[src/rtl/conin_uart_tx_pkg.sv]
// Shared definitions for the console-input serializer: FSM encoding,
// frame geometry and serial line levels.
package conin_uart_tx_pkg;

  typedef enum logic [1:0] {
    ST_IDLE  = 2'd0,
    ST_START = 2'd1,
    ST_DATA  = 2'd2,
    ST_STOP  = 2'd3
  } tx_state_e;

  localparam int   DATA_BITS  = 8;
  localparam logic LINE_IDLE  = 1'b1;
  localparam logic LINE_START = 1'b0;
  localparam logic LINE_STOP  = 1'b1;

endpackage

[src/rtl/conin_fifo.sv]
// Single-clock byte FIFO with registered full/empty/count and a sticky
// overflow flag for pushes attempted while full.
module conin_fifo #(
  parameter int FIFO_DEPTH = 16
) (
  input  logic                          m_clock,
  input  logic                          p_reset,
  input  logic                          push,
  input  logic                          pop,
  input  logic [7:0]                    wr_data,
  output logic [7:0]                    rd_data,
  output logic                          full,
  output logic                          empty,
  output logic [$clog2(FIFO_DEPTH):0]   count,
  output logic                          overflow
);

  localparam int AW = $clog2(FIFO_DEPTH);
  localparam int CW = AW + 1;

  logic [7:0]    mem [FIFO_DEPTH];
  logic [AW-1:0] wr_ptr;
  logic [AW-1:0] rd_ptr;
  logic          push_ok;
  logic          pop_ok;
  logic [CW-1:0] count_nxt;

  // full is the registered value, so a push while full is dropped even if
  // a pop frees a slot in the same cycle
  assign push_ok = push && !full;
  assign pop_ok  = pop && !empty;
  assign rd_data = mem[rd_ptr];

  always_comb begin
    count_nxt = count;
    if (push_ok && !pop_ok) count_nxt = count + CW'(1);
    else if (pop_ok && !push_ok) count_nxt = count - CW'(1);
  end

  always_ff @(posedge m_clock) begin
    if (push_ok) mem[wr_ptr] <= wr_data;
  end

  always_ff @(posedge m_clock) begin
    if (p_reset) begin
      wr_ptr   <= '0;
      rd_ptr   <= '0;
      count    <= '0;
      full     <= 1'b0;
      empty    <= 1'b1;
      overflow <= 1'b0;
    end else begin
      if (push_ok) wr_ptr <= wr_ptr + AW'(1);
      if (pop_ok)  rd_ptr <= rd_ptr + AW'(1);
      if (push && full) overflow <= 1'b1;
      count <= count_nxt;
      full  <= (count_nxt == CW'(FIFO_DEPTH));
      empty <= (count_nxt == '0);
    end
  end

endmodule

[src/rtl/conin_uart_tx.sv]
// Console-input serializer: queues bytes and emits them as 8N1 (or 8N2)
// frames on the line feeding the CPU's serial receiver.
//
//   state    | meaning
//   ---------+-----------------------------------------------
//   ST_IDLE  | line high, waiting for a byte and tx_en
//   ST_START | start bit (low) for BAUD_DIV cycles
//   ST_DATA  | 8 data bits, LSB first, BAUD_DIV cycles each
//   ST_STOP  | stop bit(s) high; may chain straight into START
module conin_uart_tx
  import conin_uart_tx_pkg::*;
#(
  parameter int BAUD_DIV   = 32,
  parameter int FIFO_DEPTH = 16,
  parameter int STOP_BITS  = 1
) (
  input  logic                        m_clock,
  input  logic                        p_reset,
  input  logic                        wr_en,
  input  logic [7:0]                  wr_data,
  input  logic                        tx_en,
  output logic                        full,
  output logic                        empty,
  output logic [$clog2(FIFO_DEPTH):0] count,
  output logic                        busy,
  output logic                        overflow,
  output logic                        rxd
);

  tx_state_e   state;
  logic [7:0]  shift;
  logic [15:0] baud_cnt;
  logic [2:0]  bit_idx;
  logic        stop_idx;
  logic        bit_end;
  logic        last_stop;
  logic        fifo_pop;
  logic [7:0]  fifo_data;

  assign bit_end   = (baud_cnt == 16'(BAUD_DIV - 1));
  assign last_stop = (stop_idx == 1'(STOP_BITS - 1));
  // Pop either from idle or at the very end of a stop bit, so consecutive
  // frames abut with no idle gap
  assign fifo_pop  = !empty && tx_en &&
                     (state == ST_IDLE || (state == ST_STOP && bit_end && last_stop));

  conin_fifo #(.FIFO_DEPTH(FIFO_DEPTH)) u_fifo (
    .m_clock  (m_clock),
    .p_reset  (p_reset),
    .push     (wr_en),
    .pop      (fifo_pop),
    .wr_data  (wr_data),
    .rd_data  (fifo_data),
    .full     (full),
    .empty    (empty),
    .count    (count),
    .overflow (overflow)
  );

  always_ff @(posedge m_clock) begin
    if (p_reset) begin
      state    <= ST_IDLE;
      shift    <= '0;
      baud_cnt <= '0;
      bit_idx  <= '0;
      stop_idx <= 1'b0;
      rxd      <= LINE_IDLE;
      busy     <= 1'b0;
    end else begin
      case (state)
        ST_IDLE: begin
          baud_cnt <= '0;
          if (fifo_pop) begin
            shift <= fifo_data;
            state <= ST_START;
            rxd   <= LINE_START;
            busy  <= 1'b1;
          end
        end
        ST_START: begin
          if (bit_end) begin
            baud_cnt <= '0;
            bit_idx  <= '0;
            state    <= ST_DATA;
            rxd      <= shift[0];
          end else begin
            baud_cnt <= baud_cnt + 16'd1;
          end
        end
        ST_DATA: begin
          if (bit_end) begin
            baud_cnt <= '0;
            if (bit_idx == 3'(DATA_BITS - 1)) begin
              stop_idx <= 1'b0;
              state    <= ST_STOP;
              rxd      <= LINE_STOP;
            end else begin
              bit_idx <= bit_idx + 3'd1;
              shift   <= shift >> 1;
              rxd     <= shift[1];
            end
          end else begin
            baud_cnt <= baud_cnt + 16'd1;
          end
        end
        ST_STOP: begin
          if (bit_end) begin
            baud_cnt <= '0;
            if (last_stop) begin
              if (fifo_pop) begin
                shift <= fifo_data;
                state <= ST_START;
                rxd   <= LINE_START;
              end else begin
                state <= ST_IDLE;
                rxd   <= LINE_IDLE;
                busy  <= 1'b0;
              end
            end else begin
              stop_idx <= 1'b1;
            end
          end else begin
            baud_cnt <= baud_cnt + 16'd1;
          end
        end
        default: state <= ST_IDLE;
      endcase
    end
  end

endmodule

[config.mk]
export PLATFORM = sky130hd
export DESIGN_NAME = conin_uart_tx
export DESIGN_NICKNAME = d
export VERILOG_FILES = /design/src/rtl/conin_uart_tx_pkg.sv /design/src/rtl/conin_fifo.sv /design/src/rtl/conin_uart_tx.sv
export SDC_FILE = /design/constraint.sdc
export NUM_CORES = 1
export LEC_CHECK = 0
export BUFFER_PORTS_ARGS = -buffer_cell sky130_fd_sc_hd__buf_4
export CORE_MARGIN = 3
export CORE_UTILIZATION = 58
export CTS_BUF_LIST = sky130_fd_sc_hd__clkbuf_4
export DETAILED_ROUTE_END_ITERATION = 7
export PLACE_DENSITY = 0.85
export SETUP_SLACK_MARGIN = 0.05
export SLEW_MARGIN = 20
export SYNTH_ARGS = -nofsm -noshare
export SYNTH_HDL_FRONTEND = slang
export SYNTH_SLANG_ARGS = --single-unit
[constraint.sdc]
create_clock -name m_clock -period 2 [get_ports m_clock]
set_input_delay 0.2 -clock m_clock [delete_from_list [all_inputs] [get_ports m_clock]]
set_output_delay 0.2 -clock m_clock [all_outputs]
set_load 0.03 [all_outputs]
# --- After elaboration in Yosys (flattened, before gate mapping) ---
# Memories as Yosys holds them, arrays and structs flattened. A register that Yosys moved wholly into a read port is not among the register bits.
# Index checks and enable logic that the tools add are counted.
op_classes:
  bitwise_logic: 1
  eq_ne: 14
  mux: 44
  add_sub_neg: 6
  reduce_logical: 27
ops:
  columns: ["op", "count"]
  rows:
  - ["2-to-1 mux 8 bit", 5]
  - ["case mux 16 bit (2 select lines)", 1]
  - ["case mux 8 bit (3 select lines)", 1]
  - ["2-to-1 mux 1 bit", 18]
  - ["adder 16 x 1 -> 16 bit, second input constant", 1]
  - ["equality test 16 x 5 -> 1 bit, second input constant", 1]
  - ["2-to-1 mux 16 bit", 1]
  - ["AND reduction 5 bit", 3]
  - ["inequality test 2 bit, second input constant", 7]
  - ["2-to-1 mux 2 bit", 6]
  - ["2-to-1 mux 5 bit", 2]
  - ["logical AND 1 bit", 9]
  - ["2-to-1 mux 3 bit", 3]
  - ["adder 4 x 1 -> 4 bit, second input constant", 2]
  - ["2-to-1 mux 4 bit", 2]
  - ["case mux 2 bit (4 select lines)", 1]
  - ["AND reduction 4 bit", 2]
  - ["case mux 3 bit (2 select lines)", 1]
  - ["AND reduction 6 bit", 1]
  - ["nonzero test 2 bit", 3]
  - ["adder 5 x 1 -> 5 bit, second input constant", 1]
  - ["equality test 5 bit, second input constant", 1]
  - ["zero test 5 bit", 1]
  - ["subtractor 5 x 1 -> 5 bit, second input constant", 1]
  - ["other kinds (13)", 18]
word_totals:
  mem_count: 1
  in_bits: 12
  ram_bits: 128
  regBits: 48
memory_table:
  columns: ["memory", "depth", "width", "read_ports", "rd_ports_with_merged_regs", "write_ports", "line_no", "source"]
  rows:
  - ["u_fifo.mem", 16, 8, 1, 1, 1, "conin_fifo.sv:21", "logic [7:0] mem [FIFO_DEPTH];"]

# --- Longest topological paths before layout ---
# Gate-level depths: netlist of run 1.
depth:
  ltp_word: 10
  depth_mapped: 9

# --- Hierarchy ---
# From an unflattened synthesis of run 1, not the netlist that was laid out.
unflattened:
  hier_cells: 473
  area_unflattened_um2: 7606.0
modules_own_cells:
  columns: ["module", "instances", "seq_area_each_um2", "cells_per_inst", "area_per_inst_um2"]
  rows:
  - ["conin_fifo", 1, 4244.1, 297, 5923.2]
  - ["conin_uart_tx", 1, 620.6, 176, 1682.9]

# --- Worst setup path before layout of run 1 ---
# No wires, ideal clock.
synth_timing:
  path_kind: "register -> register"
  from: "register u_fifo.count[0]"
  to: "register u_fifo.empty"
  n_path_buf: 0
  synth_period_minus_slack_ns: 2.144
  arrival_ns: 2.041
  stages_incl_launch_ff: 7
  path_slack_ns: -0.144
  path_cell_list: "dfxtp_1 > inv_1 > ha_1 > or3_1 > a211oi_1 > nor4_1 > a2111oi_2"
synth_between:
  elab_chain_len: 4
synth_lines:
  columns: ["element", "line_no", "source"]
  rows:
  - ["start: declaration", "conin_fifo.sv:14", "output logic [$clog2(FIFO_DEPTH):0] count,"]
  - ["start signal: assignment", "conin_fifo.sv:56", "count <= count_nxt;"]
  - ["subtractor 5 x 1 -> 5 bit", "conin_fifo.sv:37", "else if (pop_ok && !push_ok) count_nxt = count - CW'(1);"]
  - ["2-to-1 mux 5 bit", "conin_fifo.sv:37", null]
  - ["2-to-1 mux 5 bit (*)", "conin_fifo.sv:36", "if (push_ok && !pop_ok) count_nxt = count + CW'(1);"]
  - ["zero test 5 bit (*)", "conin_fifo.sv:58", "empty <= (count_nxt == '0);"]
  - ["end signal: assignment", "conin_fifo.sv:58", null]
  - ["end: declaration", "conin_fifo.sv:13", "output logic empty,"]
# Mark *: on every way between the ends. The rest lies on a longest branch, timed or not.
# A chain may end at the register's enable or synchronous reset.

# --- Worst setup path after layout of run 1 ---
layout_timing:
  from: "register baud_cnt[12]"
  to: "register u_fifo.full"
layout_between:
  elab_chain_len: 10
layout_lines:
  columns: ["element", "line_no", "source"]
  rows:
  - ["start: declaration", "conin_uart_tx.sv:32", "logic [15:0] baud_cnt;"]
  - ["start signal: assignment", "conin_uart_tx.sv:87", "baud_cnt <= baud_cnt + 16'd1;"]
  - ["start signal: assignment", "conin_uart_tx.sv:103", "baud_cnt <= baud_cnt + 16'd1;"]
  - ["start signal: assignment", "conin_uart_tx.sv:123", "baud_cnt <= baud_cnt + 16'd1;"]
  - ["equality test 16 x 5 -> 1 bit (*)", "conin_uart_tx.sv:40", "assign bit_end = (baud_cnt == 16'(BAUD_DIV - 1));"]
  - ["logical AND 1 bit (*) (2 in a row)", "conin_uart_tx.sv:45", "(state == ST_IDLE || (state == ST_STOP && bit_end && last_stop));"]
  - ["logical OR 1 bit (*)", "conin_uart_tx.sv:45", null]
  - ["logical AND 1 bit (*)", "conin_uart_tx.sv:44", "assign fifo_pop = !empty && tx_en &&"]
  - ["logical AND 1 bit (*)", "conin_fifo.sv:31", "assign pop_ok = pop && !empty;"]
  - ["logical AND 1 bit or zero test 1 bit (tied branches)", "conin_fifo.sv:37, conin_fifo.sv:36", null]
  - ["2-to-1 mux 5 bit or logical AND 1 bit (tied branches)", "conin_fifo.sv:37, conin_fifo.sv:36", null]
  - ["2-to-1 mux 5 bit (*)", "conin_fifo.sv:36", null]
  - ["equality test 5 bit (*)", "conin_fifo.sv:57", "full <= (count_nxt == CW'(FIFO_DEPTH));"]
  - ["end signal: assignment", "conin_fifo.sv:57", null]
  - ["end: declaration", "conin_fifo.sv:12", "output logic full,"]
# Marks and branches as above.

==> results of run 1 <==
[final cells by class]
type                            count  area, um^2
Sequential cell                   179        4880
Multi-Input combinational cell    315        2790
Inverter                           13        48.8
Clock inverter                     14         175
Tap cell                          172         215
Timing Repair Buffer               99         833
Fill cell                         786        3650
Antenna cell                        1        2.50
Clock buffer                       18         135
[worst reg2reg max path: stages (launching register included)]
cell     delay (ns)
dfxtp_2        0.35
or4_4          0.56
nor4_4         0.26
buf_6          0.17
mux2i_2        0.23
o21a_1         0.19
buf_4          0.12
o32ai_2        0.06
nor3_1         0.22
[how the worst max path moves through the flow]
stage / slack, ns / cells after the start / startpoint / to
after floorplan: -0.07 / 6 / u_fifo.count[1] / u_fifo.empty
after global placement: -0.05 / 6 / baud_cnt[10] / shift[0]
after detailed placement: -0.16 / 8 / baud_cnt[10] / u_fifo.empty
after CTS: -0.14 / 6 / baud_cnt[10] / shift[0]
after global routing: -0.30 / 8 / baud_cnt[12] / u_fifo.full
final: -0.23 / 8 / baud_cnt[12] / u_fifo.full
[state kept, by name, indices dropped and copies added (netlist names), named ones only]
register / count
shift: 8
busy: 1
u_fifo.mem: 128
u_fifo.wr_ptr: 4
state: 2
u_fifo.full: 1
bit_idx: 3
rxd: 1
baud_cnt: 16
u_fifo.overflow: 1
u_fifo.count: 5
u_fifo.empty: 1
u_fifo.rd_ptr: 4
[logic make-up (layout without fill, tap and decap cells)]
| logic type | after synthesis | in the layout | share of synthesized area [%] |
|---|---|---|---|
| and+or+nand+nor | 150 | 150 | 9.73 |
| DFF | 179 | 179 | 64.1 |
| other | 0 | 1 | 0 |
| buffers and inverters | 43 | 144 | 2.38 |
| AOI/OAI and AO/OA | 81 | 81 | 7.18 |
| adders and majority gates | 17 | 17 | 2.77 |
| muxes | 46 | 46 | 11.4 |
| xor gates and xnor gates | 21 | 21 | 2.43 |
[power groups by stage]
| stage | Sequential, uW | Combinational, uW | Clock [uW] |
|---|---|---|---|
| 2_1_floorplan | 4600 | 1620 | 0 |
| 3_3_place_gp | 4470 | 2540 | 0 |
| 3_5_place_dp | 4490 | 2650 | 0 |
| 4_1_cts | 4410 | 2770 | 2140 |
| 5_1_grt | 4460 | 3230 | 2300 |
| 6_report | 4440 | 3030 | 2130 |
[repair_timing]
action | CTS | global route
buffers inserted | 2 | 4
cloned | 0 | 1
hold buffers | 11 | 0
setup endpoints to repair | 33 | 43
pin swaps | 10 | 9
hold endpoints to repair | 140 | 0
resized for setup | 18 | 31
[cells in the final DEF, fill, tap and decap left out, types with 3 or more instances in the layout]
master,count
a21oi_1,15
a21oi_2,5
a221oi_1,3
buf_12,3
buf_4,82
clkbuf_4,18
clkinv_4,4
dfxtp_1,42
dfxtp_2,9
dlygate4sd3_1,11
edfxtp_1,128
ha_1,13
inv_1,11
inv_8,3
mux2i_1,12
mux4_2,32
nand2_1,41
nand2b_1,6
nand3_1,8
nand4_1,9
nor2_1,49
nor3_1,4
nor3_2,5
o211a_1,6
o21ai_0,16
o21ai_1,6
o22ai_1,3
o22ai_2,5
or3_1,4
xnor2_1,9
xor2_1,12
[through the flow]
step	worst slack [ns]	total power [uW]	utilization [%]	cell area, um^2	hold WS (ns)
floorplan	-0.0672	6220	-	7630	0.299
global placement	-0.0454	7010	65.7	8360	0.440
global route	-0.298	9990	71.3	9070	0.258
CTS	-0.141	9320	69.8	8880	0.268
finish	-0.231	9590	71.3	9070	0.274
detailed placement	-0.158	7150	65.7	8360	0.460
[layer usage]
metal  track usage, %  vias to the layer above  share of wire [%]
met2             38.7                      301                 50
met4             10.2                        0                2.9
met5                0                        -                  0
met3             5.24                       47                8.0
li1                 -                     2220                  -
met1             32.3                     2557                 39
==> impl_metrics.tcl, run 1 <==
set metrics [dict create \
    yosys_most_used_dff "edfxtp_1" \
    synth.largest_area_cell "edfxtp_1" \
    hpwlAfterDp_um 11300 \
    max_freq_mhz 448 \
    syn-num-nets 565 \
    grt.total_usage_pct 24.1 \
    globalplace.congestion 0.852 \
    synth_seq_cells 179 \
    dr.pass1.iters 8 \
    wl_per_cell_um 21.2 \
    switchingPower_uw 3200 \
    min_delay_worst_endpoint "busy" \
    final-max-slew-violation-count 0 \
    dieArea_mm2 0.0145 \
    ir_drop_mv 0.553 \
    synth_commonest_cells "128 x edfxtp_1, 51 x dfxtp_1, 49 x nor2_1" \
    ant_nets 0 \
    synth_edf_count 128 \
    antenna_found_initial 1 \
    area_growth_pct 19.6 \
    tightest_slew_ns 0.474 \
    cts.path.max_buffers 2 \
    ys_seq_area_share_pct 64.1 \
    r2r_setup_slack_ns -0.23 \
    p_seq_share_pct 46.3 \
    internal_power_uw 6390 \
    cp.required_ns 2.49 \
    crit_chain "or4_4, nor4_4, buf_6, mux2i_2, o21a_1, buf_4, o32ai_2, nor3_1" \
    whs_path_depth 4 \
    worstPathArrival_ns 2.73 \
    grt_pass1_vias 4986 \
    hold_class "in -> reg" \
    cp_top_family "simple AND/OR/NAND/NOR gates" \
    grt_pass1_wl_um 26300 \
    relSlewSlack_pct 68.3 \
    setup_tns_ns -1.93 \
    path_buf_inv 2 \
    p_sw_share_pct 33.4 \
    syn_area_per_cell_um2 14.1 \
    nets 653 \
    place_inst 760 \
    cts_tree "done" \
    clkPwrFrac_pct 22.2 \
    path_max_fanout 6 \
    die_h_um 120 \
    ys_top_cells_by_area "edfxtp_1 51%, dfxtp_1 13%, mux4_2 9.5%, ha_1 2.6%, nor2_1 2.4%" \
    async_flop_share_pct 0 \
    fin_skew_ns 0.0198 \
    synth_most_common_cell "edfxtp_1" \
    slowest_stage "or4_4" \
    ios 22 \
    start_kind "register" \
    fin_cells 811 \
    period_share_pct 112 \
    rows 41 \
    ctsHtreeMaxLevel 4 \
    max_cap_violations 0 \
    postRouteWirelength_um 17200 \
    period_minus_slack_ns 2.23 \
    r2r_end "u_fifo.full" \
    powerDensity_mw_per_mm2 1060 \
    cts.reportedPaths.clkPinSlew_ns 0.15 \
    worst_skew_pair.late_latency_ns 0.58 \
    vias_per_cell 6.32 \
    core_area_mm2 0.0127 \
    root_buffer "clkbuf_4" \
    r2r-start "baud_cnt[12]" \
    combPwrFrac_pct 31.6 \
    violations "negative setup slack" \
    numCtsBuffers 17 \
    port_buffers 21 \
    hold_viol_final 0 \
    synth_area_mm2 0.00758 \
    yosysWarnings 0 \
    overflow 0 \
    chipWidth_um 120 \
    drcViolationCount 0 \
    vias 5125 \
    finalSetupViolCount 14 \
    fin_ws_ns -0.231 \
    rr_worst_depth 8 \
    rsz0062_at_grt "yes" \
    outcome "complete, but fails checks" \
    cts_sinks 179 \
    initial_utilization_pct 59.6 \
    yosys.area.top_type_share_pct 50.7 \
    p_leak_uw 0.00314 \
    cp-end-kind "register" \
    slowest_delay_ns 0.56 \
    hold_start "tx_en" \
    layout-drive-gt1-share_pct 32.8 \
    synth.distinct_cells 58 \
    drt-initial-drc-count 688 \
    critPathKind "reg -> reg" \
    synthCells 537 \
    grt_max_degree 27 \
]
(Power assumes the default switching activity.)
==> inputs of run 2 (changes only) <==
Settings changed: BUFFER_PORTS_ARGS -buffer_cell sky130_fd_sc_hd__buf_4 to -buffer_cell sky130_fd_sc_hd__buf_2.
==> run 2 against run 1 <==
  * The flow still finishes with violations (negative setup slack)
  * Die area unchanged
  * Final cell count up 0.25%
  * Hold slack better by 0.068 ns
  * Utilization down 0.30 points
  * Worst setup slack worse by 0.0065 ns
  * Wire length up 4.3%
  * Non-clock buffer count up 3
  * Via count down 0.55%
  * Critical endpoint is now shift[0]
  * Highest routed layer unchanged
==> impl_metrics.tcl, run 2 (synthesis gave the netlist of run 1 again) <==
set metrics [dict create \
    worst_skew_pair.late_latency_ns 0.57 \
    grt_pass1_vias 4967 \
    combPwrFrac_pct 30.4 \
    clkPwrFrac_pct 23.3 \
    cp-end-kind "register" \
    period_minus_slack_ns 2.24 \
    max_cap_violations 0 \
    setup_tns_ns -2.62 \
    largest_reg_flops 128 \
    final_cell_mix "128 x edfxtp_1, 61 x buf_4, 49 x nor2_1" \
    overflow 0 \
    p_sw_share_pct 33.2 \
    dpl-instance-area_mm2 0.00830 \
    antenna_found_initial 0 \
    post-place-ws_ns -0.166 \
    ir_drop_mv 0.499 \
    cts.reportedPaths.clkPinSlew_ns 0.15 \
    vias 5097 \
    internal_power_uw 6430 \
    final_common_cell "edfxtp_1" \
    relSlewSlack_pct 57.2 \
    core_area_mm2 0.0127 \
    cts_tree "done" \
    fin_ws_ns -0.237 \
    drt-initial-drc-count 806 \
    wl_per_cell_um 22.1 \
    final-max-slew-violation-count 0 \
    vias_per_cell 6.27 \
    dieArea_mm2 0.0145 \
    grt.total_usage_pct 23.5 \
    antenna_cells 0 \
    grt_max_degree 23 \
    design_area_mm2 0.00903 \
    tightest_slew_ns 0.640 \
    finalSetupViolCount 17 \
    initial_utilization_pct 59.6 \
    top_register "u_fifo.mem" \
    switchingPower_uw 3190 \
    port_buffers 21 \
    area_growth_pct 19.1 \
    ant_nets 0 \
    postRouteWirelength_um 18000 \
    p_seq_share_pct 46.3 \
    rsz0062_at_grt "yes" \
    hold_viol_final 0 \
    cts_sinks 179 \
    ctsHtreeMaxLevel 4 \
    hold_class "in -> reg" \
    chipWidth_um 120 \
    critPathKind "reg -> reg" \
    slowest_delay_ns 0.57 \
    path_max_fanout 4 \
    rows 41 \
    grt_pass1_wl_um 25600 \
    layout-drive-gt1-share_pct 33.1 \
    powerDensity_mw_per_mm2 1070 \
    cp.required_ns 2.47 \
    crit_chain "or4_4, buf_4, o41ai_2, o2111ai_2, a21oi_4, mux2i_1, nor2_1" \
    hpwlAfterDp_um 10900 \
    root_buffer "clkbuf_4" \
    nets 656 \
    p_leak_uw 0.00314 \
    drcViolationCount 0 \
    die_h_um 120 \
    path_buf_inv 1 \
    start_kind "register" \
    cts.path.max_buffers 2 \
    dr.pass1.iters 5 \
    fin_skew_ns 0.0259 \
    cp_top_family "compound AO/OA/AOI/OAI gates" \
    globalplace.congestion 0.854 \
    max_freq_mhz 447 \
    numCtsBuffers 17 \
    period_share_pct 112 \
    slowest_stage "or4_4" \
    outcome "complete, but fails checks" \
    worstPathArrival_ns 2.71 \
    violations "negative setup slack" \
    ios 22 \
    reg_top3 "u_fifo.mem: 128 flops, baud_cnt: 16 flops, shift: 8 flops" \
]
[run 2: repair_timing]
action	4_1_cts	5_1_grt
gates resized for setup	16	36
hold buffers	11	0
pin swaps	9	19
setup buffers	6	7
hold endpoints to repair	132	0
setup endpoints to repair	42	44
[run 2: worst paths after layout]
| path | cells past startpoint | startpoint | slack, ns | endpoint |
|---|---|---|---|---|
| worst max-delay path | 7 | baud_cnt[5] | -0.24 | shift[0] |
| worst min-delay path | 6 | tx_en | 0.34 | u_fifo.full |
| worst max register to register | 7 | baud_cnt[5] | -0.24 | shift[0] |
| worst min register to register | 2 | shift[7] | 0.49 | shift[7] |
[run 2: per-layer routing]
| layer | vias to the layer above | share of wire, % | GRT usage, % |
|---|---|---|---|
| met4 | 0 | 2.8 | 8.43 |
| li1 | 2217 | - | - |
| met5 | - | 0 | 0 |
| met1 | 2548 | 38 | 30.8 |
| met3 | 52 | 7.1 | 4.86 |
| met2 | 280 | 52 | 39.2 |
[run 2: per-stage QoR]
stage,total power (uW),utilization [%],hold WS [ns],cells
5_1_grt,10000,71.0,0.331,813
3_3_place_gp,6920,65.2,0.444,759
3_5_place_dp,7040,65.2,0.451,759
2_1_floorplan,6220,-,0.299,537
4_1_cts,9330,69.5,0.248,807
6_report,9620,71.0,0.342,813
[run 2: worst register-to-register path: stages (launching register included)]
cell,delay [ns]
dfxtp_2,0.35
or4_4,0.57
buf_4,0.16
o41ai_2,0.25
o2111ai_2,0.21
a21oi_4,0.31
mux2i_1,0.24
nor2_1,0.06
[run 2: layout make-up]
cell class | count | area, um^2
fill | 789 | 3690
clock buffer | 18 | 135
tap | 172 | 215
timing repair buffer | 102 | 801
clock inverter | 14 | 193
inverter | 13 | 48.8
sequential | 179 | 4880
multi-input combinational | 315 | 2760
[run 2: power by group through the flow]
| stage | combinational, uW | clock, uW | sequential, uW |
|---|---|---|---|
| 4_1_cts | 2670 | 2240 | 4410 |
| 6_report | 2930 | 2240 | 4450 |
| 3_3_place_gp | 2450 | 0 | 4460 |
| 2_1_floorplan | 1620 | 0 | 4600 |
| 5_1_grt | 3100 | 2420 | 4480 |
| 3_5_place_dp | 2540 | 0 | 4500 |
